### config.mk
export PLATFORM = sky130hd
export DESIGN_NAME = hazard_ctrl
export DESIGN_NICKNAME = d
export VERILOG_FILES = /design/src/rtl/hazard_ctrl_pkg.sv /design/src/rtl/hazard_ctrl_mdu_wait_cnt.sv /design/src/rtl/hazard_ctrl.sv
export SDC_FILE = /design/constraint.sdc
export NUM_CORES = 1
export LEC_CHECK = 0
export BUFFER_PORTS_ARGS = -buffer_cell sky130_fd_sc_hd__buf_2
export CAP_MARGIN = 20
export CELL_PAD_IN_SITES_DETAIL_PLACEMENT = 2
export CELL_PAD_IN_SITES_GLOBAL_PLACEMENT = 2
export CORE_MARGIN = 5
export CORE_UTILIZATION = 27
export CTS_BUF_LIST = sky130_fd_sc_hd__clkbuf_16
export DETAILED_ROUTE_END_ITERATION = 8
export PLACE_DENSITY_LB_ADDON = 0.1
export SYNTH_ARGS = -nofsm -noshare
export SYNTH_HDL_FRONTEND = slang
export SYNTH_SLANG_ARGS = --single-unit
### constraint.sdc
create_clock -name clk -period 3.15 [get_ports clk]
set_clock_uncertainty 0.2 [all_clocks]
set_input_delay 0.945 -clock clk [delete_from_list [all_inputs] [get_ports clk]]
set_output_delay 0.945 -clock clk [all_outputs]
set_load 0.01 [all_outputs]
### src/rtl/hazard_ctrl_pkg.sv
// rtl/hazard_ctrl_pkg.sv - shared types and constants for the pipeline hazard controller
package hazard_ctrl_pkg;

  typedef enum logic {
    ST_RUN = 1'b0,
    ST_MDU = 1'b1
  } state_e;

  localparam int unsigned ZERO_REG = 0;

  typedef struct packed {
    logic we;
    logic kill;
  } stage_ctrl_t;

endpackage

### src/rtl/hazard_ctrl_mdu_wait_cnt.sv
// rtl/hazard_ctrl_mdu_wait_cnt.sv - loadable down-counter tracking remaining MDU cycles in EX
module mdu_wait_cnt #(
  parameter int unsigned CNT_W = 8
) (
  input  logic             clk,
  input  logic             rst,
  input  logic             load_i,
  input  logic [CNT_W-1:0] load_val_i,
  input  logic             dec_i,
  input  logic             freeze_i,
  output logic             is_zero_o
);

  logic [CNT_W-1:0] cnt_q, cnt_d;

  // Freeze dominates so a memory wait holds the MDU countdown in place.
  always_comb begin
    cnt_d = cnt_q;
    if (freeze_i) begin
      cnt_d = cnt_q;
    end else if (load_i) begin
      cnt_d = load_val_i;
    end else if (dec_i && (cnt_q != '0)) begin
      cnt_d = cnt_q - 1'b1;
    end
  end

  always_ff @(posedge clk) begin
    if (rst) begin
      cnt_q <= '0;
    end else begin
      cnt_q <= cnt_d;
    end
  end

  assign is_zero_o = (cnt_q == '0);

endmodule

### src/rtl/hazard_ctrl.sv
// rtl/hazard_ctrl.sv - stall/bubble controller for load-use, branch, MDU and memory-wait hazards
module hazard_ctrl
  import hazard_ctrl_pkg::*;
#(
  parameter int unsigned REG_ADDR_W = 5,
  parameter int unsigned MDU_LAT    = 32,
  parameter int unsigned CNT_W      = 8
) (
  input  logic                  clk,
  input  logic                  rst,
  input  logic [REG_ADDR_W-1:0] id_rs1,
  input  logic [REG_ADDR_W-1:0] id_rs2,
  input  logic                  id_rs1_used,
  input  logic                  id_rs2_used,
  input  logic                  ex_valid,
  input  logic [REG_ADDR_W-1:0] ex_rd,
  input  logic                  ex_mem_read,
  input  logic                  ex_mdu_op,
  input  logic                  ex_branch_taken,
  input  logic                  mem_stall,
  output logic                  pc_we,
  output logic                  we_ifid,
  output logic                  we_idex,
  output logic                  we_exmem,
  output logic                  we_memwb,
  output logic                  kill_ifid,
  output logic                  kill_idex,
  output logic                  kill_exmem,
  output logic                  mdu_busy,
  output logic                  mdu_last,
  output logic [31:0]           stall_cycles
);

  state_e      state_q, state_d;
  stage_ctrl_t ifid, idex, exmem;
  logic        memwb_we;
  logic        cnt_load, cnt_dec, cnt_zero;
  logic        load_use;
  logic [31:0] stall_q, stall_d;

  assign load_use = ex_valid && ex_mem_read && (ex_rd != REG_ADDR_W'(ZERO_REG)) &&
                    ((id_rs1_used && (id_rs1 == ex_rd)) ||
                     (id_rs2_used && (id_rs2 == ex_rd)));

  always_comb begin
    state_d  = state_q;
    pc_we    = 1'b1;
    ifid     = '{we: 1'b1, kill: 1'b0};
    idex     = '{we: 1'b1, kill: 1'b0};
    exmem    = '{we: 1'b1, kill: 1'b0};
    memwb_we = 1'b1;
    cnt_load = 1'b0;
    cnt_dec  = 1'b0;
    mdu_last = 1'b0;
    if (rst) begin
      pc_we    = 1'b0;
      ifid.we  = 1'b0;
      idex.we  = 1'b0;
      exmem.we = 1'b0;
      memwb_we = 1'b0;
    end else if (mem_stall) begin
      pc_we    = 1'b0;
      ifid.we  = 1'b0;
      idex.we  = 1'b0;
      exmem.we = 1'b0;
      memwb_we = 1'b0;
    end else if (state_q == ST_RUN) begin
      if (ex_valid && ex_branch_taken) begin
        ifid.kill = 1'b1;
        idex.kill = 1'b1;
      end else if (ex_valid && ex_mdu_op) begin
        pc_we      = 1'b0;
        ifid.we    = 1'b0;
        idex.we    = 1'b0;
        exmem.kill = 1'b1;
        cnt_load   = 1'b1;
        state_d    = ST_MDU;
      end else if (load_use) begin
        pc_we     = 1'b0;
        ifid.we   = 1'b0;
        idex.kill = 1'b1;
      end
    end else if (!cnt_zero) begin
      pc_we      = 1'b0;
      ifid.we    = 1'b0;
      idex.we    = 1'b0;
      exmem.kill = 1'b1;
      cnt_dec    = 1'b1;
    end else begin
      mdu_last = 1'b1;
      state_d  = ST_RUN;
    end
  end

  // Every frozen PC cycle is counted, memory waits included.
  always_comb begin
    stall_d = stall_q;
    if (!pc_we) begin
      stall_d = stall_q + 32'd1;
    end
  end

  always_ff @(posedge clk) begin
    if (rst) begin
      state_q <= ST_RUN;
      stall_q <= '0;
    end else begin
      state_q <= state_d;
      stall_q <= stall_d;
    end
  end

  mdu_wait_cnt #(
    .CNT_W(CNT_W)
  ) u_mdu_wait_cnt (
    .clk       (clk),
    .rst       (rst),
    .load_i    (cnt_load),
    .load_val_i(CNT_W'(MDU_LAT - 2)),
    .dec_i     (cnt_dec),
    .freeze_i  (mem_stall),
    .is_zero_o (cnt_zero)
  );

  assign we_ifid      = ifid.we;
  assign we_idex      = idex.we;
  assign we_exmem     = exmem.we;
  assign we_memwb     = memwb_we;
  assign kill_ifid    = ifid.kill;
  assign kill_idex    = idex.kill;
  assign kill_exmem   = exmem.kill;
  assign mdu_busy     = !rst && (state_q == ST_MDU);
  assign stall_cycles = stall_q;

endmodule

# After elaboration in Yosys (flattened, before gate mapping)
# Index checks and enable logic that the tools add are counted.
# W data, S select, Z words.
totals:
  regBits: 41
  inputBits: 24
  out_inout_bits: 42
  elab_cells: 65
op_classes:
  n_addsub: 2
  n_eq_ne: 2
  muxes: 41
  n_bitwise: 1
  reduce_logical: 16
op_table:
  columns: ["op", "count"]
  rows:
  - ["$mux W1", 39]
  - ["$add A32 B1 Y32 const B", 1]
  - ["$mux W8", 2]
  - ["$eq A5 B5 Y1", 2]
  - ["$logic_and A1 B1 Y1", 9]
  - ["$logic_not A8 Y1", 1]
  - ["$reduce_bool A8 Y1", 1]
  - ["$sub A8 B1 Y8 const B", 1]
  - ["$reduce_bool A5 Y1", 1]
  - ["$reduce_and A2 Y1", 1]
  - ["$reduce_bool A2 Y1", 1]
  - ["$logic_not A1 Y1", 1]
  - ["$logic_or A1 B1 Y1", 1]
  - ["$not A1 Y1", 1]

# Depth between registers and ports, before layout
# Gate-level depths: netlist of the first run.
logic_depth:
  word_depth: 10
  depth_mapped: 10
  mapped_depth_nobuf: 9

# Cells and area by module
# A second synthesis of the first run with hierarchy kept.
hier_totals:
  hier_cells: 308
  hier_area_um2: 2446.1
modules_own_cells:
  columns: ["mod", "instances", "cells_per_inst", "area_each_um2", "seq_area_each_um2"]
  rows:
  - ["hazard_ctrl", 1, 235, 1834.3, 660.6]
  - ["mdu_wait_cnt", 1, 73, 611.8, 160.2]

# Least setup slack after synthesis of the first run
# Ideal clock, no wire load.
synth_path:
  path_kind: "input -> output"
  start: "input rst"
  end: "output we_ifid"
  arrival_time_ps: 2381
  required_time_ps: 2005
  setup_slack_ps: -376
  path_stages: 8
  path_buffers: 4
  cell_sequence: "clkbuf_1 -> nor2_1 -> nand2_1 -> or2_4 -> a31oi_2 -> buf_6 -> buf_12 -> buf_4"
synth_between:
  elab_chain_cells: 1
synth_rtl:
  columns: ["item", "line_no", "text"]
  rows:
  - ["start, declared", "hazard_ctrl.sv:10", "input logic rst,"]
  - ["$mux W1", null, null]
  - ["end, declared", "hazard_ctrl.sv:22", "output logic we_ifid,"]
# Every way passes these cells.

# Worst setup path after layout of the first run
layout_path:
  start: "input ex_rd[1]"
  end: "output kill_idex"
layout_between:
  elab_chain_cells: 10
  elab_cells_between_ends: 14
  cone_classes: "2 x eq/ne; 6 x mux; 6 x reduce/logical"
layout_rtl:
  columns: ["item", "line_no", "text"]
  rows:
  - ["start, declared", "hazard_ctrl.sv:16", "input logic [REG_ADDR_W-1:0] ex_rd,"]
  - ["$eq A5 B5 Y1, on equally long branches", "hazard_ctrl.sv:42, hazard_ctrl.sv:43", null]
  - ["$logic_and A1 B1 Y1, on equally long branches", "hazard_ctrl.sv:42, hazard_ctrl.sv:43", null]
  - ["$logic_or A1 B1 Y1", "hazard_ctrl.sv:42", "((id_rs1_used && (id_rs1 == ex_rd)) ||"]
  - ["$logic_and A1 B1 Y1 *", "hazard_ctrl.sv:41", "assign load_use = ex_valid && ex_mem_read && (ex_rd != REG_ADDR_W'(ZERO_REG)) &&"]
  - ["$mux W1 *", "hazard_ctrl.sv:78", "end else if (load_use) begin"]
  - ["$mux W1 *", "hazard_ctrl.sv:71", "end else if (ex_valid && ex_mdu_op) begin"]
  - ["$mux W1 *", "hazard_ctrl.sv:68", "if (ex_valid && ex_branch_taken) begin"]
  - ["$mux W1 *", "hazard_ctrl.sv:67", "end else if (state_q == ST_RUN) begin"]
  - ["$mux W1 *", "hazard_ctrl.sv:61", "end else if (mem_stall) begin"]
  - ["$mux W1 *", "hazard_ctrl.sv:55", "if (rst) begin"]
  - ["end, declared", "hazard_ctrl.sv:27", "output logic kill_idex,"]
# Mark *: on every way between the ends. The rest lies on a longest branch, timed or not.

==> metrics.txt, run 1 <==
Mapped Nets 305; cts bufs inserted 5; WP data required 2000 ps; Root Buffer Master clkbuf_16; Post-synth top cells dfxtp_1, a21oi_1, nor2_1, nand2_1; Fin. Hold Viols 0; Worst IR Drop VDD 180 uV; Final WS setup -229 ps; Reg area 822 um2; Slowest-stage cell, CP or4_1; crit end category output port; post-synth top area cell dfxtp_1; # DRC 0; vias in the first global route 2488; Post-DRT Antenna Nets 0; CP arrival 2230 ps; CTS Buffer Depth 2; Max Slew Vio Count 0; Startpoint Class input pin; hpwl dp 5400 um; placed cell count 451; RSZ-0062 raised after global routing yes; register area share after synthesis 35.6%; drt first-iter violations 53; dominant synthesized flop cell dfxtp_1; highest clock rate 296 MHz; Avg WL per Cell 16.2 um; Rel. slew slack 67.6%; Synth Register Bits 41; Layout Area Growth over Synthesis 34.3%; Pwr Density 406 mW/mm2; MaxCap Viol Count 0; CTS clk-pin slew, worst paths 60 ps; max incr delay on CP 530 ps; Netlist cell types 49; die area 0.0105 mm2; Synth Cell Area 0.00231 mm2; Static Leak 1.24 nW; Ports 66; footprint of the multi-input gates 0.00139 mm2; DR vias 2338; antenna violations before repair 0; worst-path maximum fanout 3; CP cell instances buf_6, or4_1, o21a_2, a31oi_2, nor4bb_1, buf_2; Avg Synthesized Cell Area 8.30 um2; total track usage 14.4%; Die Width 102 um; asr flop ratio synth 0%; num rows 33; Post-synth EDFFs 0; WL final 7510 um; pin count of the biggest net entering global routing 44; Hold WC Path Type reg2reg; non-filler instance count after layout 465; number of diodes 0; post-synth top area share 35.6%; Period Utilization, post-route 107%; # clock sinks 41; Synth area leaders dfxtp_1, xnor2_1, a21oi_1, or3_1, nor2_1; Pwr Total 1.26 mW; Synth Warn # 0; Overflow after GRT 0; Port-buffer cells 65; core box area 0.00826 mm2; failing checks negative setup slack; kind of critical path in2out; H-tree depth 2; Post-Syn Instances 278; Total Nets Final 386; worst-margin pin slew 486 ps; # setup viols final 3; Starting Density 27.9%; Die Y 102 um; fillers 987; crit path time final 3380 ps; share of layout cells above drive strength 1 33.1%; Final GP Congestion 0.723; vias per cell 5.03; most common cell in the synthesized netlist dfxtp_1; DR pass1 iterations 4; Worst-Skew Late Latency 280 ps; CTS tree yes; first-pass GRT wire length 12100 um; status complete, but fails checks
-- flip-flops by register name (all words and copies together), names as in the netlist --
register	flops
stall_cycles	32
state_q	1
u_mdu_wait_cnt.cnt_q	8
-- timing repair --
action	in CTS	in global routing
resized for setup	10	9
hold buffers	0	0
setup endpoints to repair	5	5
pin swaps	6	8
setup buffers	3	4
-- metal layers --
metal / wire, um / GRT usage [%] / vias to the layer above
met5: 0 / 0 / -
li1: - / - / 1160
met4: 53 / 4.24 / 0
met2: 3640 / 23.6 / 34
met3: 254 / 2.80 / 4
met1: 3570 / 19.2 / 1140
-- stage by stage --
stage | setup slack (ps) | util (%) | hold slack, ps | setup TNS (ps) | instance area, um2
6_report | -229 | 37.5 | 303 | -541 | 3100
4_1_cts | -199 | 36.8 | 306 | -517 | 3040
3_5_place_dp | -216 | 34.0 | 296 | -1220 | 2810
3_3_place_gp | -217 | 34.0 | 280 | -1010 | 2810
2_1_floorplan | -188 | - | 263 | -431 | 2310
5_1_grt | -277 | 37.5 | 335 | -685 | 3100
-- cell families after synthesis --
logic type                 Yosys count  share of synthesized area [%]
and+or+nand+nor                    121                           29.7
AOI/OAI and AO/OA                   63                           17.6
DFF                                 41                           35.6
buffers and inverters               27                           6.24
xor gates and xnor gates            17                           6.45
muxes                                6                           2.87
adders and majority gates            3                           1.63
-- worst max-delay path, delay by kind of cell --
| family | cells | cell delay (ps) |
|---|---|---|
| compound gates | 2 | 450 |
| buf+inv | 2 | 250 |
| simple gates | 2 | 600 |
-- placed cells by master, fill, tap and decap left out, types with 3 or more instances in the layout --
cell type,count
a21oi_1,26
and2_1,3
ha_1,3
or3_1,15
or4b_2,3
nor2_1,22
nand4_1,8
inv_1,11
mux2_1,3
o31ai_1,7
o41ai_1,3
nor3_1,3
o21ai_0,12
nor2b_1,5
nor4_1,4
clkbuf_16,5
or4_1,8
xnor2_1,14
buf_4,23
buf_6,7
nand2_1,18
buf_2,59
nand3_1,12
dfxtp_1,40
and3_1,6
o21ai_1,3
-- cell type report --
cell class | count | area share (%)
Clock buffer | 5 | 4.04
Clock inverter | 3 | 1.21
Inverter | 12 | 1.45
Multi-Input combinational cell | 210 | 44.9
Sequential cell | 41 | 26.5
Tap cell | 105 | 4.24
Timing Repair Buffer | 89 | 17.6
-- final timing paths --
kind / from / to / slack (ps) / cells after the start
worst max-delay path: ex_rd[1] / kill_idex / -230 / 6
worst min-delay path: stall_cycles[20]$_SDFFE_PP0N_ / stall_cycles[20]$_SDFFE_PP0N_ / 300 / 2
worst max register to register: u_mdu_wait_cnt.cnt_q[3]$_SDFFE_PP0P_ / stall_cycles[2]$_SDFFE_PP0N_ / 380 / 7
worst min register to register: stall_cycles[20]$_SDFFE_PP0N_ / stall_cycles[20]$_SDFFE_PP0N_ / 300 / 2
-- power breakdown --
part / internal (mW) / total (mW) / leakage [nW] / switching, mW
Sequential: 0.527 / 0.536 / 0.332 / 0.00866
Clock: 0.369 / 0.581 / 0.0826 / 0.212
Combinational: 0.0692 / 0.142 / 0.829 / 0.0732
Total: 0.965 / 1.26 / 1.24 / 0.294
No activity file was read; power rests on OpenSTA's default activity.
==> run 2, diff against run 1 <==
--- a/config.mk
+++ b/config.mk
@@ -9,11 +9,13 @@
 export CAP_MARGIN = 20
 export CELL_PAD_IN_SITES_DETAIL_PLACEMENT = 2
 export CELL_PAD_IN_SITES_GLOBAL_PLACEMENT = 2
+export CORE_ASPECT_RATIO = 0.7
 export CORE_MARGIN = 5
 export CORE_UTILIZATION = 27
 export CTS_BUF_LIST = sky130_fd_sc_hd__clkbuf_16
 export DETAILED_ROUTE_END_ITERATION = 8
 export PLACE_DENSITY_LB_ADDON = 0.1
+export SKIP_LAST_GASP = 1
 export SYNTH_ARGS = -nofsm -noshare
 export SYNTH_HDL_FRONTEND = slang
 export SYNTH_SLANG_ARGS = --single-unit
==> run 2 against run 1 <==
  * The flow still finishes with violations (negative setup slack)
  * Largest power group unchanged
  * Critical path depth is 1 lower
  * Sequential cell count is the same
  * Sequential power is essentially flat
  * Critical endpoint is now we_ifid
==> metrics.txt, run 2 (synthesis gave the netlist of run 1 again) <==
# clock sinks 41; worst-path maximum fanout 3; pin count of the biggest net entering global routing 45; Post-DRT Antenna Nets 0; Reg area 822 um2; fillers 975; failing checks negative setup slack; Overflow after GRT 0; status complete, but fails checks; vias per cell 5.14; Die Y 87.3 um; CTS Buffer Depth 2; MaxCap Viol Count 0; kind of critical path reg2out; Root Buffer Master clkbuf_16; WL final 8120 um; hpwl dp 5880 um; CP arrival 2160 ps; # DRC 0; WP data required 2000 ps; most frequent cells in the layout buf_2, dfxtp_1, a21oi_1, buf_4, nor2_1; number of buffers inserted by hold repair at cts 0; Die Width 120 um; Pwr Density 409 mW/mm2; Total Nets Final 390; commonest non-fill, non-tap cell in the layout buf_2; DR pass1 iterations 4; Final WS setup -151 ps; highest clock rate 303 MHz; Post-DP Area 0.00281 mm2; Ports 66; Pwr Total 1.28 mW; die area 0.0105 mm2; Period Utilization, post-route 105%; vias in the first global route 2563; max reg flops 32; Final GP Congestion 0.697; post-route design area 0.00314 mm2; # setup viols final 5; crit end category output port; Avg WL per Cell 17.3 um; Worst IR Drop VDD 167 uV; Port-buffer cells 65; Static Leak 1.26 nW; CTS tree yes; H-tree depth 2; DR vias 2409; CP cell instances or4_4, o41a_4, or2_4, a31oi_4, buf_6; crit path time final 3300 ps; number of diodes 0; max incr delay on CP 550 ps; Starting Density 27.4%; Max Slew Vio Count 0; antenna violations before repair 0; CTS clk-pin slew, worst paths 70 ps; worst-margin pin slew 514 ps; num rows 28; core box area 0.00841 mm2; fin util 37.3%; Layout Area Growth over Synthesis 36.0%; share of layout cells above drive strength 1 33.8%; Slowest-stage cell, CP or4_4; Rel. slew slack 65.7%; Hold WC Path Type reg2reg; footprint of the multi-input gates 0.00139 mm2; Fin. Hold Viols 0; Startpoint Class register; cts bufs inserted 5; Worst-Skew Late Latency 290 ps; RSZ-0062 raised after global routing yes; drt first-iter violations 68; total track usage 15.8%; first-pass GRT wire length 13300 um
[run 2: changes by cell type in the layout (fill, tap and decap cells not counted), sizes merged]
cell | previous run | this run
clkinvlp | 0 | 1
buf | 89 | 93
inv | 13 | 12
[run 2: critical path, delay by kind of cell (launching register included)]
| family | cells | cell delay (ps) |
|---|---|---|
| buffers and inverters | 1 | 140 |
| AO/OA/AOI/OAI | 2 | 600 |
| flip-flops | 1 | 320 |
| AND/OR/NAND/NOR | 2 | 810 |
[run 2: report_power, final]
group	internal (mW)	switching, mW
sequential	0.527	0.00982
combinational	0.0740	0.0770
clock	0.371	0.224
total	0.972	0.310
[run 2: per-layer routing]
layer	global-route usage, %	vias to the layer above	share of wire, %
li1	-	1175	-
met1	21.4	1175	50
met2	24.8	49	44
met3	4.48	10	4.6
met4	3.91	0	1.1
met5	0	-	0
[run 2: final cells by class]
class / instances / share of cell area (%)
well taps: 105 / 4.19
clock buffers: 5 / 3.99
multi-input cells: 210 / 44.1
clock inverters: 3 / 1.32
inverters: 12 / 1.44
flip-flops and latches: 41 / 26.2
repair buffers: 93 / 18.7
[run 2: per-stage QoR]
stage / hold WS (ps) / TNS (ps) / std cells / setup WS (ps)
floorplan: 263 / -431 / 278 / -188
global placement: 285 / -692 / 451 / -218
detailed placement: 295 / -831 / 451 / -190
CTS: 309 / -581 / 465 / -174
global route: 334 / -879 / 469 / -210
finish: 306 / -587 / 469 / -151
[run 2: final timing paths]
check	startpoint	to	slack, ps	depth (start not counted)
max	u_mdu_wait_cnt.cnt_q[3]$_SDFFE_PP0P_	we_ifid	-150	5
min	stall_cycles[20]$_SDFFE_PP0N_	stall_cycles[20]$_SDFFE_PP0N_	310	2
max reg2reg	u_mdu_wait_cnt.cnt_q[3]$_SDFFE_PP0P_	stall_cycles[2]$_SDFFE_PP0N_	280	8
min reg2reg	stall_cycles[20]$_SDFFE_PP0N_	stall_cycles[20]$_SDFFE_PP0N_	310	2
[run 2: repair_timing]
action,4_1_cts,5_1_grt
pin swaps,6,4
resized for setup,17,4
buffers inserted,6,4
setup endpoints to repair,5,5
==> run 3, diff against run 2 <==
--- a/config.mk
+++ b/config.mk
@@ -7,14 +7,12 @@
 export LEC_CHECK = 0
 export BUFFER_PORTS_ARGS = -buffer_cell sky130_fd_sc_hd__buf_2
 export CAP_MARGIN = 20
-export CELL_PAD_IN_SITES_DETAIL_PLACEMENT = 2
-export CELL_PAD_IN_SITES_GLOBAL_PLACEMENT = 2
 export CORE_ASPECT_RATIO = 0.7
 export CORE_MARGIN = 5
-export CORE_UTILIZATION = 27
+export CORE_UTILIZATION = 47
 export CTS_BUF_LIST = sky130_fd_sc_hd__clkbuf_16
 export DETAILED_ROUTE_END_ITERATION = 8
-export PLACE_DENSITY_LB_ADDON = 0.1
+export PLACE_DENSITY = 0.76
 export SKIP_LAST_GASP = 1
 export SYNTH_ARGS = -nofsm -noshare
 export SYNTH_HDL_FRONTEND = slang
==> run 3 against run 2 <==
  * Hold slack worse by 9.0 ps
  * The flow still finishes with violations (negative setup slack)
  * Largest power group is now registers
  * Global-route usage up 3.0 points
  * Fmax down 1.1%
  * Utilization up 29 points
  * Die area down 39%
  * First-iteration DRC count up 71%
  * Count of clock-buffer cells in the layout unchanged
==> metrics.txt, run 3 (synthesis gave the netlist of run 1 again) <==
Routed met1 length 2810 um; Total Nets Final 392; fillers 367; Reg2Reg Setup Slack 300 ps; Overflow after GRT 0; Layout Area Growth over Synthesis 37.3%; Final GP Congestion 0.798; worst-path maximum fanout 2; MaxCap Viol Count 0; Post-DRT Antenna Nets 0; worst r2r src u_mdu_wait_cnt.cnt_q[3]$_SDFFE_PP0P_; die area 0.00643 mm2; RSZ-0062 raised after global routing yes; Psw 0.279 mW; internal power 0.895 mW; Static Leak 1.32 nW; DR pass1 iterations 4; min-delay src stall_cycles[20]$_SDFFE_PP0N_; status complete, but fails checks; Root Buffer Master clkbuf_16; crit end category output port; top sig layer met4; total track usage 18.7%; Worst IR Drop VDD 269 uV; pin count of the biggest net entering global routing 44; # clock sinks 41; share of layout cells above drive strength 1 35.8%; kind of critical path in2out; CP startpoint id_rs1[4]; Reg power frac 45.7%; # DRC 0; core box area 0.00476 mm2; max reg flops 32; vias per cell 5.67; Ports 66; crit path time final 3340 ps; # setup viols final 5; Reg area 822 um2; R2R Path End stall_cycles[9]$_SDFFE_PP0N_; hpwl dp 4260 um; CTS clk-pin slew, worst paths 50 ps; Switching Share 23.7%; footprint of the multi-input gates 0.00146 mm2; CTS Buffer Depth 2; Final WS setup -187 ps; vias in the first global route 2146; Fin. Hold Viols 0; number of diodes 0; commonest non-fill, non-tap cell in the layout buf_2; Hold WC Path Type reg2reg; clock power share 40.6%; Port-buffer cells 65; DR vias 2465; failing checks negative setup slack; antenna violations before repair 0; most frequent cells in the layout buf_2, dfxtp_1, buf_4, a21oi_1, nor2_1; WL final 6510 um; Buf+Inv Stages, Crit Path 2; CP cell instances buf_6, xnor2_2, nand4_1, o22ai_2, a31oi_4, nor4bb_1, buf_2; Die Width 93.7 um; Routed met2 length 3050 um; cts bufs inserted 5; first-pass GRT wire length 9750 um; Period Utilization, post-route 106%; Reg2Reg Depth 9; Die Y 68.6 um; Avg WL per Cell 15.0 um; num rows 21; H-tree depth 2; Rel. slew slack 70.0%; Pwr Total 1.17 mW; Pwr Density 371 mW/mm2; met3 wire length 480 um; CTS tree yes; Fin Setup TNS -567 ps; Worst-Skew Late Latency 280 ps; cell depth of the worst hold path 2; worst-margin pin slew 451 ps; CP arrival 2190 ps; combinational share of power 13.7%; drt first-iter violations 116; Max Slew Vio Count 0; delay-heaviest family, CP simple AND/OR/NAND/NOR gates; highest clock rate 300 MHz; Starting Density 48.5%; Placement Setup Slack -198 ps; max incr delay on CP 280 ps; Slowest-stage cell, CP o22ai_2; Startpoint Class input pin; WP data required 2000 ps; WHS Endpoint stall_cycles[20]$_SDFFE_PP0N_
-- run 3: worst max-delay path by stage --
stage,end,slack [ps],depth (start not counted)
6_report,kill_idex,-190,7
5_1_grt,kill_idex,-310,7
4_1_cts,kill_idex,-170,6
3_5_place_dp,we_ifid,-200,5
3_3_place_gp,kill_idex,-190,6
2_1_floorplan,we_ifid,-190,6
-- run 3: metal layers --
| layer | up-vias | track usage [%] |
|---|---|---|
| li1 | 1184 | - |
| met1 | 1167 | 24.9 |
| met2 | 91 | 30.6 |
| met3 | 23 | 4.77 |
| met4 | 0 | 5.05 |
| met5 | - | 0 |
-- run 3: timing repair --
| action | in CTS | in global routing |
|---|---|---|
| hold buffers | 0 | 0 |
| resized for setup | 12 | 22 |
| buffers inserted | 3 | 8 |
| setup endpoints to repair | 4 | 5 |
| pin swaps | 5 | 14 |
-- run 3: layout make-up --
type | instances | share of cell area, %
sequential | 41 | 26.0
clock inverter | 3 | 0.356
timing repair buffer | 95 | 19.6
multi-input combinational | 210 | 46.0
tap | 69 | 2.73
clock buffer | 5 | 3.95
inverter | 12 | 1.42
-- run 3: stage by stage --
stage	cells	instance area, um2	hold slack [ps]	utilization (%)
detailed placement	416	2770	289	58.2
finish	435	3170	297	66.6
floorplan	278	2310	263	-
CTS	427	2980	298	62.7
global route	435	3170	320	66.6
global placement	416	2770	276	58.2
-- run 3: power groups by stage --
stage / sequential (mW) / clock [mW] / combinational, mW
CTS: 0.536 / 0.483 / 0.131
floorplan: 0.548 / 0 / 0.0744
global placement: 0.547 / 0 / 0.118
global route: 0.538 / 0.504 / 0.175
finish: 0.537 / 0.477 / 0.160
detailed placement: 0.547 / 0 / 0.120
-- run 3: tightest hold or removal path, cell delays in order (launching register included) --
cell and delay [ps]:
dfxtp_1 330, o31ai_1 70, a21oi_1 60
